===== src/rtl/io_write_buffer_if.sv =====
// io_write_buffer_if: CPU-side and RAM/HCI-side bus signals of the I/O write buffer.
interface io_write_buffer_if;
    logic        rdy;
    logic        cpu_valid;
    logic [31:0] cpu_a;
    logic [7:0]  cpu_dout;
    logic        cpu_wr;
    logic [7:0]  cpu_din;
    logic        cpu_stall;
    logic [31:0] mem_a;
    logic [7:0]  mem_dout;
    logic        mem_wr;
    logic [7:0]  mem_din;
    logic        io_buffer_full;
    modport master (
        output rdy, cpu_valid, cpu_a, cpu_dout, cpu_wr, mem_din, io_buffer_full,
        input  cpu_din, cpu_stall, mem_a, mem_dout, mem_wr
    );
    modport slave (
        input  rdy, cpu_valid, cpu_a, cpu_dout, cpu_wr, mem_din, io_buffer_full,
        output cpu_din, cpu_stall, mem_a, mem_dout, mem_wr
    );
endinterface


===== src/rtl/io_write_buffer.sv =====
// io_write_buffer: CPU-to-RAM/HCI bridge that queues I/O writes while the UART buffer is busy,
// keeping RAM accesses and I/O reads strictly behind any queued write.
module io_write_buffer #(
    parameter int DEPTH = 4
) (
    input  logic             clk,
    input  logic             rst,
    io_write_buffer_if.slave bus
);
    localparam int PW = $clog2(DEPTH);
    localparam int CW = PW + 1;

    logic [17:0]   addr_q [DEPTH];
    logic [7:0]    data_q [DEPTH];
    logic [PW-1:0] head, tail;
    logic [CW-1:0] count;
    logic          cool;
    logic          go, empty, full, io_wr, can_io, pass, direct, drain, push;

    // cool masks the cycle where io_buffer_full has not yet caught up with the last I/O write
    always_comb begin
        go     = !rst && bus.rdy;
        empty  = count == '0;
        full   = count == CW'(DEPTH);
        io_wr  = bus.cpu_valid && bus.cpu_wr && bus.cpu_a[17:16] == 2'b11;
        can_io = !bus.io_buffer_full && !cool;
        pass   = go && empty && bus.cpu_valid && !io_wr;
        direct = go && empty && io_wr && can_io;
        drain  = go && !empty && can_io;
        push   = go && io_wr && !direct && (!full || drain);
    end

    assign bus.cpu_stall = !go || (bus.cpu_valid && !empty && !io_wr) || (io_wr && !direct && !push);
    assign bus.mem_a     = pass || direct ? bus.cpu_a : drain ? {14'b0, addr_q[head]} : '0;
    assign bus.mem_dout  = pass || direct ? bus.cpu_dout : drain ? data_q[head] : '0;
    assign bus.mem_wr    = pass ? bus.cpu_wr : direct || drain;
    assign bus.cpu_din   = bus.mem_din;

    always_ff @(posedge clk) begin
        if (push) begin
            addr_q[tail] <= bus.cpu_a[17:0];
            data_q[tail] <= bus.cpu_dout;
        end
    end

    always_ff @(posedge clk) begin
        if (rst) begin
            head  <= '0;
            tail  <= '0;
            count <= '0;
            cool  <= 1'b0;
        end else if (bus.rdy) begin
            head  <= drain ? head + PW'(1) : head;
            tail  <= push ? tail + PW'(1) : tail;
            count <= count + CW'(push) - CW'(drain);
            cool  <= direct || drain;
        end
    end
endmodule

===== src/flat_wrapper.sv =====
// flat-port wrapper written by rule: the top's interface ports become plain ports
module io_write_buffer_flat 
#(
    parameter int DEPTH = 4
)
  (clk, rst, bus_rdy, bus_cpu_valid, bus_cpu_a, bus_cpu_dout, bus_cpu_wr, bus_mem_din, bus_io_buffer_full, bus_cpu_din, bus_cpu_stall, bus_mem_a, bus_mem_dout, bus_mem_wr);
  io_write_buffer_if bus_i ();
  input  logic clk;
  input  logic rst;
  input wire logic [$bits(bus_i.rdy)-1:0] bus_rdy;
  input wire logic [$bits(bus_i.cpu_valid)-1:0] bus_cpu_valid;
  input wire logic [$bits(bus_i.cpu_a)-1:0] bus_cpu_a;
  input wire logic [$bits(bus_i.cpu_dout)-1:0] bus_cpu_dout;
  input wire logic [$bits(bus_i.cpu_wr)-1:0] bus_cpu_wr;
  input wire logic [$bits(bus_i.mem_din)-1:0] bus_mem_din;
  input wire logic [$bits(bus_i.io_buffer_full)-1:0] bus_io_buffer_full;
  output wire logic [$bits(bus_i.cpu_din)-1:0] bus_cpu_din;
  output wire logic [$bits(bus_i.cpu_stall)-1:0] bus_cpu_stall;
  output wire logic [$bits(bus_i.mem_a)-1:0] bus_mem_a;
  output wire logic [$bits(bus_i.mem_dout)-1:0] bus_mem_dout;
  output wire logic [$bits(bus_i.mem_wr)-1:0] bus_mem_wr;
  assign bus_i.rdy = bus_rdy;
  assign bus_i.cpu_valid = bus_cpu_valid;
  assign bus_i.cpu_a = bus_cpu_a;
  assign bus_i.cpu_dout = bus_cpu_dout;
  assign bus_i.cpu_wr = bus_cpu_wr;
  assign bus_i.mem_din = bus_mem_din;
  assign bus_i.io_buffer_full = bus_io_buffer_full;
  assign bus_cpu_din = bus_i.cpu_din;
  assign bus_cpu_stall = bus_i.cpu_stall;
  assign bus_mem_a = bus_i.mem_a;
  assign bus_mem_dout = bus_i.mem_dout;
  assign bus_mem_wr = bus_i.mem_wr;
  io_write_buffer #(.DEPTH(DEPTH)) u_core (.clk(clk), .rst(rst), .bus(bus_i));
endmodule

===== config.mk =====
export PLATFORM = sky130hd
export DESIGN_NAME = io_write_buffer_flat
export DESIGN_NICKNAME = d
export VERILOG_FILES = /design/src/rtl/io_write_buffer_if.sv /design/src/rtl/io_write_buffer.sv /design/src/flat_wrapper.sv
export SDC_FILE = /design/constraint.sdc
export NUM_CORES = 1
export LEC_CHECK = 0
export BUFFER_PORTS_ARGS = -buffer_cell sky130_fd_sc_hd__buf_2
export CAP_MARGIN = 10
export CELL_PAD_IN_SITES_DETAIL_PLACEMENT = 1
export CELL_PAD_IN_SITES_GLOBAL_PLACEMENT = 1
export CORE_MARGIN = 2
export CORE_UTILIZATION = 45
export CTS_BUF_LIST = sky130_fd_sc_hd__clkbuf_4 sky130_fd_sc_hd__clkbuf_8 sky130_fd_sc_hd__clkbuf_16
export CTS_CLUSTER_DIAMETER = 40
export DETAILED_ROUTE_END_ITERATION = 12
export PLACE_DENSITY = 0.9
export REMOVE_ABC_BUFFERS = 1
export SETUP_SLACK_MARGIN = 0.02
export SKIP_CTS_REPAIR_TIMING = 1
export SLEW_MARGIN = 20
export SYNTH_ARGS = -nofsm -noshare
export SYNTH_HDL_FRONTEND = slang
export SYNTH_SLANG_ARGS = --single-unit

===== constraint.sdc =====
create_clock -name clk -period 3.8 [get_ports clk]
set_clock_uncertainty 0.2 [all_clocks]
set_input_delay 0.38 -clock clk [delete_from_list [all_inputs] [get_ports clk]]
set_output_delay 0.38 -clock clk [all_outputs]
set_load 0.01 [all_outputs]

**After elaboration in Yosys (flattened, before gate mapping)**

Memories as Yosys holds them, arrays and structs flattened. A register that Yosys moved wholly into a read port is not among the register bits.
Cells that the tools add are included.

- Bits in registers: 8
- Memory bits (writable): 104
- Bits of input ports: 54
- Output and inout port bits: 50
- Word-level logic and storage cells: 58
- Memories: 2

- $add $sub $neg: 4
- Equal/unequal tests: 2
- Muxes and demuxes: 11
- Reductions and logical operators: 35

Memories:

| name | words | bits a word | rd ports | clocked after memory_dff | wr ports | line | source |
|---|---|---|---|---|---|---|---|
| u_core.addr_q | 4 | 18 | 1 | 1 | 1 | io_write_buffer.sv:13 | `logic [17:0] addr_q [DEPTH];` |
| u_core.data_q | 4 | 8 | 1 | 1 | 1 | io_write_buffer.sv:14 | `logic [7:0] data_q [DEPTH];` |

Operators with widths:

| operator | count |
|---|---|
| $mux W32 | 1 |
| $logic_and A1 B1 Y1 | 18 |
| $mux W18 | 1 |
| $mux W8 | 2 |
| $logic_not A1 Y1 | 9 |
| $mux W2 | 4 |
| $logic_or A1 B1 Y1 | 5 |
| $add A2 B1 Y2 const B | 2 |
| $reduce_and A2 Y1 | 2 |
| $add A3 B1 Y3 | 1 |
| $eq A3 B3 Y1 const B | 1 |
| $logic_not A3 Y1 | 1 |
| $mux W1 | 3 |
| $sub A3 B1 Y3 | 1 |
| $eq A2 B2 Y1 const B | 1 |

**Depth between registers and ports, before layout**

- Depth after elaboration: 11
- Depth in mapped cells: 13
- Depth with buffers taken out: 10

**Worst setup path after synthesis**

Ideal clock, no wire load.

- Path kind: reg-to-reg
- Start: register u_core.count[2]
- End: register u_core.count[2]
- Library setup time: 0.126 ns
- Arrival time: 2.393 ns
- Data required time: 3.474 ns
- Path slack: 1.081 ns
- Stages on the path, launching flop included: 13
- Buffers on the path: 2
- Period minus slack after synthesis: 2.719 ns
- Cell sequence: dfxtp_1 -> or3_4 -> and3_1 -> buf_6 -> buf_6 -> ha_1 -> inv_1 -> ha_1 -> fa_1 -> xnor2_1 -> nand2_1 -> xor2_1 -> nor2_1

- Longest elaborated chain between the ends: 9
- Elaborated cells between the ends (all ways): 15
- Classes of those cells: add/sub (2); eq/ne (1); reduce/logical (12)

Ends and longest elaborated chain:

| element | line | source |
|---|---|---|
| from (decl) | io_write_buffer.sv:16 | `logic [CW-1:0] count;` |
| from (signal assigned) | io_write_buffer.sv:55 | `count <= count + CW'(push) - CW'(drain);` |
| $logic_not A3 Y1 | io_write_buffer.sv:23 | `empty = count == '0;` |
| $logic_and A1 B1 Y1 (3 in series) | io_write_buffer.sv:28 | `direct = go && empty && io_wr && can_io;` |
| $logic_not A1 Y1 | io_write_buffer.sv:30 | `push = go && io_wr && !direct && (!full \|\| drain);` |
| $logic_and A1 B1 Y1 (2 in series) | io_write_buffer.sv:30 |  |
| $add A3 B1 Y3 | io_write_buffer.sv:55 |  |
| $sub A3 B1 Y3 (*) | io_write_buffer.sv:55 |  |

Every way passes the cells marked *; elsewhere a longest branch is shown, timed or not.
A chain may end at the register's enable or synchronous reset.

==> impl_results.md <==
* Crit path kind: flip-flop to primary output
* Number of top-level pins at approximately 100
* Synth Register Bits at around 110
* Row count at 37
* Pleak at roughly 2.3 nW
* DR pass1 iterations at 5
* Crit-path cells: buf_4 -> mux4_2 -> a22o_1 -> buf_2
* FMAX at 0.331 GHz
* Critical-path top delay cell: mux4_2
* Reg power frac at between 40% and 50%
* Routed len/inst at 21.8 um
* Root Buffer: clkbuf_8
* Slew margin rel. at a little over three fifths
* H-tree levels at 4
* Met1 usage at ~24%
* GR Util met2 at 34.4%
* Cells after DPL at approximately 470
* CP max FO at 18
* Count of cell types in the netlist at 31
* Cell area after synthesis at around 4800 um^2
* Switching Share at about a fifth
* CTS tree: built
* RSZ-0062 raised after global routing: no
* Pwr Density at just under 500 nW/um^2
* Clock Latency Late Sink at ~0.51 ns
* Largest net degree at the start of global routing at 41
* # nets final at 443
* Share of the synthesized area in the top cell type at between 60 and 70%
* Full die area at between 10,000 and 15,000 um^2
* Detailed Route WL at about 12,000 um
* Worst hold slack at around 0.065 ns
* Vias after detailed routing at 2,926
* Worst path top cell family by delay: multiplexers
* CORE AREA at just over 10,000 um^2
* Setup violations, final at 0
* Clock Pin Slew Worst Setup and Hold Paths at approximately 0.06 ns
* 1st-iter DRT viols at 208
* Antenna violations before repair at 0
* HP Class: input pin to flip-flop
* Syn avg cell area at between 15 and 20 um^2
* Initial Util at ~46%
* Max clock buf depth at 2
* Run status: finished, final reports clean
* CP max stage delay at between 0.5 and 0.6 ns
* CTS sink count at between 100 and 150
* Avg Vias per Cell at around 5.5
* Met3 Use GR at between 6 and 7%
* Post-route ant nets at 0
* Max VDD drop at around 0.35 mV
* Num CTS Buffers at 17
* Post-synth top cells: edfxtp_1 (104), a22o_1 (26), mux4_2 (26), and2_1 (18), buf_4 (11)
* Layout cells sized above 1 at roughly 40%
* Max Cap Viol at 0
* Detailed placement HPWL at between 6000 and 7000 um
* Area delta synth->final at 28.3%
* CP Buf/Inv Count at 2
* DR DRC count at 0
* GPL Wtd Cong at between 0.7 and 0.8
* Antenna cells at 0
* Gr ovfl total at 0
* Internal at 2.37 mW
* Die Ht at 107 um
* Clock power frac at ~51%
* Total negative slack at 0 ns
* Kind of end point of the critical path: primary output
* Die width at 107 um
* Logic pwr share at under 10%
* First-pass GRT wire length at roughly 17,000 um
* Total GRT Usage at approximately a fifth
* Worst-margin pin slew at 0.554 ns
* WP data arrival at 2.44 ns
* Slew Limit Fails at 0
* EDFF count, synth at between 100 and 150
* Leading post-synthesis cells by cell area: edfxtp_1 (65%), mux4_2 (12%), a22o_1 (4.7%)
* IO Port Bufs at 87
* Cell taking the most area after synthesis: edfxtp_1
* Final critical-path required period at a little over 3 ns
* Startpoint Class: flip-flop
* Switch Pwr at ~0.63 mW
* Final Cycle Share at 79.5%
* Register area share after synthesis at 69.3%
* Top_reg_cell synth: edfxtp_1
* Most common cell in the netlist: edfxtp_1
* Final hold vios at 0
* Number of global-route vias before repair at ~3,000
* Post-synthesis instance total at about 260
* Ys Warns at 0
* Async set-reset flop share out of synthesis at 0%
* Top Usage Layer GRT: met2
* Crit path required time at around 3.2 ns
* Final non-filler cell total at between 500 and 600
==> layer usage <==
layer / wire (um) / share of wire, % / vias up
met5: 0 / 0 / -
met2: 6010 / 52 / 133
met4: 162 / 1.4 / 0
met3: 683 / 5.9 / 17
met1: 4710 / 41 / 1496
li1: - / - / 1280
==> worst min-delay path, stage by stage <==
cell and delay, ns:
buf_2 0.18, mux2i_1 0.10, nor2_1 0.08
==> final timing paths <==
kind | start | end | slack, ns | cells past startpoint
worst min register to register | u_core.tail[1]$_SDFFE_PP0P_ | u_core.tail[1]$_SDFFE_PP0P_ | 0.31 | 2
worst min-delay path | bus_rdy | u_core.count[0]$_SDFFE_PP0P_ | 0.07 | 3
worst max register to register | u_core.cool$_SDFFE_PP0P_ | u_core.addr_q[3][5]$_DFFE_PP_ | 1.13 | 5
worst max-delay path | flip-flop | bus_mem_dout[3] | 0.78 | 4
==> power groups by stage <==
stage,clock network (mW),logic (mW),registers (mW)
6_report,1.51,0.116,1.37
3_5_place_dp,0,0.0928,1.40
5_1_grt,1.58,0.126,1.37
2_1_floorplan,0,0.0303,1.40
4_1_cts,1.53,0.0946,1.37
3_3_place_gp,0,0.0876,1.40
==> registers in the layout (all words and copies together) (netlist names), named ones only <==
signal and cells:
u_core.data_q 32, u_core.tail 2, u_core.count 3, u_core.head 2, u_core.addr_q 72, u_core.cool 1
==> stage by stage <==
step	util [%]	area (um^2)	total power [mW]	worst slack [ns]
finish	59.6	6150	3.00	0.778
detailed placement	51.5	5310	1.49	1.02
CTS	57.0	5880	3.00	0.701
global placement	51.5	5310	1.48	1.15
global route	59.6	6150	3.08	0.606
floorplan	-	4630	1.43	0.961
==> logic make-up after synthesis <==
family,count (synthesis),share of synthesized area [%]
AO/OA/AOI/OAI,32,5.85
adder cells (fa/ha/maj),7,1.98
XOR/XNOR,5,0.914
flip-flops,114,69.3
multiplexers,30,13.0
buffers and inverters,30,3.97
AND/OR/NAND/NOR,44,4.93
==> area by class of cell <==
cell class                 count  area [um^2]
timing repair buffer         124          781
multi-input combinational    118         1280
sequential                   114         3320
clock inverter                13          138
inverter                       7         26.3
clock buffer                  19          429
tap                          136          170
fill                         978         4170
==> placed cells by master (no fill, tap or decap), types with 2 or more instances in the layout <==
cell type | Yosys | routed
a22o_1 | 26 | 26
and2_1 | 18 | 18
buf_2 | 3 | 87
buf_4 | 11 | 10
bufinv_16 | 0 | 2
clkbuf_16 | 0 | 16
clkbuf_4 | 0 | 2
clkinv_2 | 0 | 3
clkinvlp_4 | 0 | 6
dfxtp_1 | 10 | 9
dlygate4sd3_1 | 0 | 27
edfxtp_1 | 104 | 104
ha_1 | 6 | 6
inv_1 | 7 | 7
mux2i_1 | 4 | 4
mux4_2 | 26 | 26
nand2_1 | 9 | 9
nor2_1 | 8 | 8
nor2b_1 | 2 | 2
nor3_1 | 2 | 2
xnor2_1 | 3 | 3
xor2_1 | 2 | 2
No activity file was read; power rests on OpenSTA's default activity.
